[config.mk]
export PLATFORM = sky130hd
export DESIGN_NAME = mult_seq
export DESIGN_NICKNAME = d
export VERILOG_FILES = /design/src/rtl/mult_seq.sv
export SDC_FILE = /design/constraint.sdc
export NUM_CORES = 1
export LEC_CHECK = 0
export ABC_AREA = 0
export CAP_MARGIN = 10
export CORE_MARGIN = 2
export CORE_UTILIZATION = 45
export DETAILED_ROUTE_END_ITERATION = 10
export PLACE_DENSITY = 0.79
export SYNTH_ARGS = -nofsm -noshare
export SYNTH_HDL_FRONTEND = slang
export SYNTH_SLANG_ARGS = --single-unit
[constraint.sdc]
create_clock -name CLK -period 5.13 [get_ports CLK]
set_clock_uncertainty 0.2 [all_clocks]
set_input_delay 1.026 -clock CLK [delete_from_list [all_inputs] [get_ports CLK]]
set_output_delay 1.026 -clock CLK [all_outputs]
set_load 0.05 [all_outputs]
[src/rtl/mult_seq.sv]
// mult_seq: iterative shift-add multiplier, one multiplier bit retired per clock.
//
// Signed operands are converted to magnitudes on capture, multiplied unsigned,
// and the sign is re-applied to the full 2*WIDTH-bit product at the end. The
// magnitude of the most negative value (2^(WIDTH-1)) fits exactly in an
// unsigned WIDTH-bit register, so no operand widening is needed.
//
// Ports
//   CLK     rising-edge clock
//   RST     asynchronous active-low reset
//   START   request pulse, sampled only while BUSY=0
//   SIGNED  1 = two's-complement operands, 0 = unsigned (captured with START)
//   A, B    multiplicand / multiplier (captured with START)
//   HI, LO  registered upper / lower product halves, updated with DONE
//   BUSY    high from the accept edge until the result is written
//   DONE    one-cycle pulse when HI/LO take a new result
module mult_seq #(
  parameter int WIDTH = 32
) (
  input  logic             CLK,
  input  logic             RST,
  input  logic             START,
  input  logic             SIGNED,
  input  logic [WIDTH-1:0] A,
  input  logic [WIDTH-1:0] B,
  output logic [WIDTH-1:0] HI,
  output logic [WIDTH-1:0] LO,
  output logic             BUSY,
  output logic             DONE
);

  localparam int CW = $clog2(WIDTH);
  localparam int PW = 2 * WIDTH;

  typedef enum logic [1:0] {IDLE, CALC, FIX} state_t;

  state_t           state;
  logic [WIDTH-1:0] mcand;    // multiplicand magnitude
  logic [WIDTH-1:0] mplier;   // multiplier; low product bits shift in from the top
  logic [WIDTH-1:0] acc;      // running upper half of the product
  logic [CW-1:0]    cnt;
  logic             neg;

  logic [WIDTH-1:0] aMag, bMag, addend;
  logic [WIDTH:0]   sum;
  logic [PW-1:0]    prod, prodFix;

  // Operand magnitudes for the capture cycle.
  always_comb begin
    aMag = A;
    bMag = B;
    if (SIGNED && A[WIDTH-1]) aMag = ~A + WIDTH'(1);
    if (SIGNED && B[WIDTH-1]) bMag = ~B + WIDTH'(1);
  end

  // The single adder. Its carry-out becomes the accumulator MSB after the
  // shift, so no separate carry register has to survive between cycles.
  always_comb begin
    addend = mplier[0] ? mcand : '0;
    sum    = {1'b0, acc} + {1'b0, addend};
  end

  // Sign fix-up of the finished product. A zero product negates to zero,
  // so -0 cannot appear.
  always_comb begin
    prod    = {acc, mplier};
    prodFix = neg ? (~prod + PW'(1)) : prod;
  end

  always_ff @(posedge CLK or negedge RST) begin
    if (!RST) begin
      state  <= IDLE;
      mcand  <= '0;
      mplier <= '0;
      acc    <= '0;
      cnt    <= '0;
      neg    <= 1'b0;
      HI     <= '0;
      LO     <= '0;
      BUSY   <= 1'b0;
      DONE   <= 1'b0;
    end else begin
      DONE <= 1'b0;
      unique case (state)
        IDLE: begin
          if (START) begin
            mcand <= aMag;
            mplier <= bMag;
            neg   <= SIGNED & (A[WIDTH-1] ^ B[WIDTH-1]);
            acc   <= '0;
            cnt   <= '0;
            BUSY  <= 1'b1;
            state <= CALC;
          end
        end
        CALC: begin
          // {carry, acc, mplier} >> 1 after the conditional add.
          acc    <= sum[WIDTH:1];
          mplier <= {sum[0], mplier[WIDTH-1:1]};
          cnt    <= cnt + CW'(1);
          if (cnt == CW'(WIDTH - 1)) state <= FIX;
        end
        FIX: begin
          HI    <= prodFix[PW-1:WIDTH];
          LO    <= prodFix[WIDTH-1:0];
          DONE  <= 1'b1;
          BUSY  <= 1'b0;
          cnt   <= '0;
          state <= IDLE;
        end
        default: begin
          BUSY  <= 1'b0;
          state <= IDLE;
        end
      endcase
    end
  end

endmodule
==> impl_metrics.ini, run 1 <==
[clocking]
cts.reportedPaths.clkPinSlew_ns = 0.07
clock-sinks = 170
cts_resized = 0
cts_buffer_depth = 2
root_buffer = clkbuf_16
postCtsSetupBuffers = 0
cts_tree = done
hold_buffers = 0
h-tree-depth = 4
tritoncts.num_buffers = 17
clk_latency_ns = 0.44

[critical_path]
worstPathArrival_ns = 4.08
critPathMaxFanout = 4
worst_setup_path_end_kind = register
crit_path_top_delay_cell = or4b_2
path_cells = clkdlybuf4s50_1 -> inv_1 -> ha_1 -> or4b_2 -> or4_1 -> nor4_1 -> nand2_1 -> o31ai_1 -> xor2_1 -> a21oi_1
required_ns = 5.25
critical_path_class = in -> reg
critPathMaxStageDelay_ns = 0.66
start_kind = primary input

[power]
ir_drop_mv = 0.235
power_leakage_uw = 0.00525
p_per_area_nw_per_um2 = 549

[layout]
final_cell_mix = nand2_1 (194), o21ai_0 (192), dfrtp_1 (169)
layout_commonest_cell = nand2_1
antenna_cells = 0
nets = 1469
area_growth_pct = 19.6
drive_gt1_frac = 0.0429
final_area_um2 = 13000

[floorplanning]
initial_utilization = 0.461
fp.dieW_um = 159
ioPinCount = 134
rows = 56
core_um2 = 23500
die_h_um = 159
die_area_um2 = 25400

[global_routing]
grt_usage = 0.233
grt_max_degree = 128
grt_overflow = 0
grt_pass1_wl_um = 48300
grt_pass1_vias = 9360
antenna_found_initial = 0

[synth]
ys.flop_type = dfrtp_1
syn_avg_cell_area_um2 = 8.51
synth_cell_type_count = 60
synth_cells = 1275
yosysWarnings = 0
syn_nets = 1381
async_flop_share = 1.00
synth_edf_count = 0
synth-seq-cells = 170
seq_area_frac_synth = 0.392
synth_area_um2 = 10900

[outcome]
outcome = finished clean

[hold_path]
min_path_type = reg -> reg

[route]
routed-wl-met3_um = 2120
wl_per_cell_um = 17.2
route.detailed.drc = 0
drt-met1-wl_um = 13200
top_layer_used = met4
post_drt_via_cell_ratio = 5.71
ant_nets = 0
wl_met2_um = 13200
firstDrtPassIters = 5
drt_iter0_drc = 741
vias = 9680
routed_wl_um = 29100

[sta]
final_hold_viol_count = 0
drv_slew = 0
tightestPinTransition_ns = 1.07
min_period_over_period = 0.772
final-setup-viol-count = 0
grt_setup_unrepaired = false
period_minus_slack_ns = 3.96
fmax_ghz = 0.252
tns_ns = 0
max_slew_margin = 0.286

[job]
drv_cap = 0

[placed_design]
io_buffers = 133
dp_hpwl_um = 21400
globalplace.congestion = 0.955
place_area_um2 = 12400
-- worst max-delay path: cells and delay by family --
kind	cells	cell delay [ns]
AO/OA/AOI/OAI	2	0.35
XOR/XNOR	1	0.17
adder cells (fa/ha/maj)	1	0.18
buffers and inverters	2	0.54
AND/OR/NAND/NOR	4	1.81
-- where the power goes --
group / internal (uW) / total, uW / switching, uW
Combinational: 1400 / 3410 / 2000
Clock: 652 / 1270 / 622
Sequential: 1790 / 2440 / 650
Total: 3850 / 7120 / 3280
-- worst paths after layout --
path	from	to	slack (ns)	cells past startpoint
min reg2reg	mcand[18]	mcand[18]	0.28	2
min	mcand[18]	mcand[18]	0.28	2
max reg2reg	mplier[0]	acc[27]	1.24	11
max	B[0]	mplier[20]	1.17	10
max in group asynchronous	RST	mcand[29]	3.38	2
min in group asynchronous	RST	LO[20]	0.46	1
-- state kept, by name, indices dropped and copies added, names as in the netlist --
register  count
DONE          1
neg           1
mcand        32
acc          32
mplier       32
BUSY          1
state         2
HI           32
LO           32
cnt           5
-- cell usage after synthesis (all sizes together), types with 6 or more instances --
library cell,count,area share
o21ai,197,0.091
nand2,195,0.067
dfrtp,170,0.39
xor2,97,0.078
a21oi,67,0.031
clkbuf,67,0.023
xnor2,48,0.039
nor2,47,0.016
and2,38,0.022
ha,37,0.043
o31ai,30,0.022
inv,27,0.0093
nor3,24,0.011
a22oi,22,0.015
o41ai,22,0.018
or3,21,0.013
o22ai,20,0.012
nand3,14,0.0065
or4,14,0.011
nor4,13,0.0081
a31oi,11,0.0063
a21o,10,0.0069
nand4,8,0.0046
nand2b,7,0.0040
a211oi,6,0.0042
o211ai,6,0.0042
-- area by class of cell --
type / count / area, um2
sequential: 170 / 4260
fill: 2211 / 10600
multi-input combinational: 1005 / 6230
timing repair buffer: 141 / 1410
tap: 319 / 399
inverter: 28 / 105
clock buffer: 17 / 425
clock inverter: 15 / 153
-- logic make-up (layout without fill, tap and decap cells) --
kind of cell | count (synthesis) | count (layout) | share of synthesized area
flops | 170 | 170 | 0.392
fa+ha+maj | 38 | 38 | 0.0445
xor+xnor | 145 | 145 | 0.117
compound gates | 420 | 420 | 0.232
mux | 5 | 5 | 0.00461
simple gates | 397 | 397 | 0.173
buf+inv | 100 | 201 | 0.0360
-- routing by layer --
layer	global-route usage	vias to the layer above
met3	0.0453	43
met2	0.368	385
met5	0	-
met4	0.0669	0
met1	0.326	4501
li1	-	4751
-- stage by stage --
step	utilization	std cells	hold WS (ns)	total power, uW	worst slack, ns
2_1_floorplan	-	1275	0.238	4830	1.53
3_3_place_gp	0.527	1663	0.253	5710	0.821
3_5_place_dp	0.527	1663	0.267	5810	0.754
4_1_cts	0.551	1695	0.283	7110	1.21
5_1_grt	0.551	1695	0.305	7710	0.882
6_report	0.551	1695	0.278	7120	1.17
No activity file was read; power rests on OpenSTA's default activity.
==> run 2, diff against run 1 <==
clock period = 3.8 ns   (was 5.13 ns; I/O delays follow)
==> impl_metrics.ini, run 2 (synthesis gave the netlist of run 1 again) <==
[outcome]
outcome = finished clean

[critical_path]
worstPathArrival_ns = 3.62
critPathMaxStageDelay_ns = 0.61
r2r_end = HI[31]
timing.rr.start = mplier[10]
critical_path_class = reg -> reg
rr_worst_depth = 7
start_kind = register
critPathMaxFanout = 9
required_ns = 3.92
worst_setup_path_end_kind = register
rrSetupSlack_ns = 0.29
cpMostUsedCell = or4_4
crit_path_top_delay_cell = or4_4
path_cells = or4_4 -> or4_4 -> nor4_2 -> nand3b_1 -> o41ai_1 -> xor2_1 -> o21ai_1

[sta]
final_hold_viol_count = 0
max_slew_margin = 0.282
period_minus_slack_ns = 3.51
grt_setup_unrepaired = false
final-setup-viol-count = 0
fmax_ghz = 0.285
tightestPinTransition_ns = 1.08
min_period_over_period = 0.923
drv_slew = 0

[clocking]
tritoncts.num_buffers = 17
cts_tree = done
root_buffer = clkbuf_16
h-tree-depth = 4
clock-sinks = 170
cts.reportedPaths.clkPinSlew_ns = 0.07
cts_buffer_depth = 2
clk_latency_ns = 0.43

[floorplanning]
core_um2 = 23500
initial_utilization = 0.461
die_area_um2 = 25400
die_h_um = 159
rows = 56
fp.dieW_um = 159
ioPinCount = 134

[layout]
area_growth_pct = 23.0
nets = 1516
final_cell_mix = nand2_1 (194), o21ai_0 (192), dfrtp_1 (168)
drive_gt1_frac = 0.0752
antenna_cells = 0
final_cells = 1742
layout_commonest_cell = nand2_1

[global_routing]
grt_max_degree = 83
antenna_found_initial = 1
grt_usage = 0.237
grt_pass1_wl_um = 49300
grt_overflow = 0
grt_pass1_vias = 9512

[placed_design]
dp_hpwl_um = 22200
io_buffers = 133
dp.cells = 1710
globalplace.congestion = 0.961

[job]
drv_cap = 0

[power]
power_leakage_uw = 0.00548
power_uw = 9880
ir_drop_mv = 0.339
p_per_area_nw_per_um2 = 740

[route]
ant_nets = 0
drt_iter0_drc = 871
route.detailed.drc = 0
firstDrtPassIters = 5
routed_wl_um = 29700
vias = 9927
post_drt_via_cell_ratio = 5.70
wl_per_cell_um = 17.0

[hold_path]
min_path_type = in -> async
run 2: worst max-delay path by stage:
stage	start	endpoint	slack (ns)	cells after the start
2_1_floorplan	B[0]	mplier[20]	0.46	9
3_5_place_dp	B[1]	mplier[20]	-0.08	10
3_3_place_gp	B[0]	mplier[20]	0.003	10
6_report	mplier[10]	HI[31]	0.29	7
5_1_grt	mplier[0]	acc[27]	0.04	9
4_1_cts	mplier[0]	acc[27]	0.14	12
run 2: cell type report:
class	instances	area, um2
Timing Repair Buffer	188	1770
Tap cell	319	399
Sequential cell	170	4260
Clock inverter	15	158
Clock buffer	17	425
Multi-Input combinational cell	1005	6230
Fill cell	2165	10200
Inverter	28	105
run 2: routing by layer:
metal / GRT usage / vias to the layer above / wire length (um)
met3: 0.0479 / 46 / 2000
met4: 0.0715 / 0 / 659
li1: - / 4841 / -
met2: 0.371 / 406 / 13300
met5: 0 / - / 0
met1: 0.334 / 4634 / 13700
run 2: what timing repair did:
item	in CTS	in global routing
gates resized for setup	0	1
buffers inserted	0	0
hold buffers	0	0
setup endpoints to repair	0	8
run 2: power breakdown:
part | internal [uW] | total, uW | switching, uW | leakage [uW]
Combinational | 2080 | 4870 | 2790 | 0.00306
Sequential | 2420 | 3280 | 859 | 0.00214
Clock | 927 | 1720 | 798 | 0.000280
run 2: metrics by stage:
| step | cell area, um2 | worst slack [ns] | hold slack (ns) | setup TNS, ns | utilization |
|---|---|---|---|---|---|
| floorplan | 10900 | 0.462 | 0.238 | 0 | - |
| global placement | 12800 | 0.00251 | 0.254 | 0 | 0.542 |
| detailed placement | 12800 | -0.0767 | 0.263 | -0.0767 | 0.542 |
| CTS | 13300 | 0.136 | 0.190 | 0 | 0.567 |
| global route | 13300 | 0.0441 | 0.213 | 0 | 0.567 |
| finish | 13300 | 0.293 | 0.160 | 0 | 0.567 |
run 2: critical path, delay by kind of cell (launching register included):
kind             cells  cell delay, ns
flip-flops           1            0.45
XOR/XNOR             1            0.18
AND/OR/NAND/NOR      4            1.98
AO/OA/AOI/OAI        2            0.58
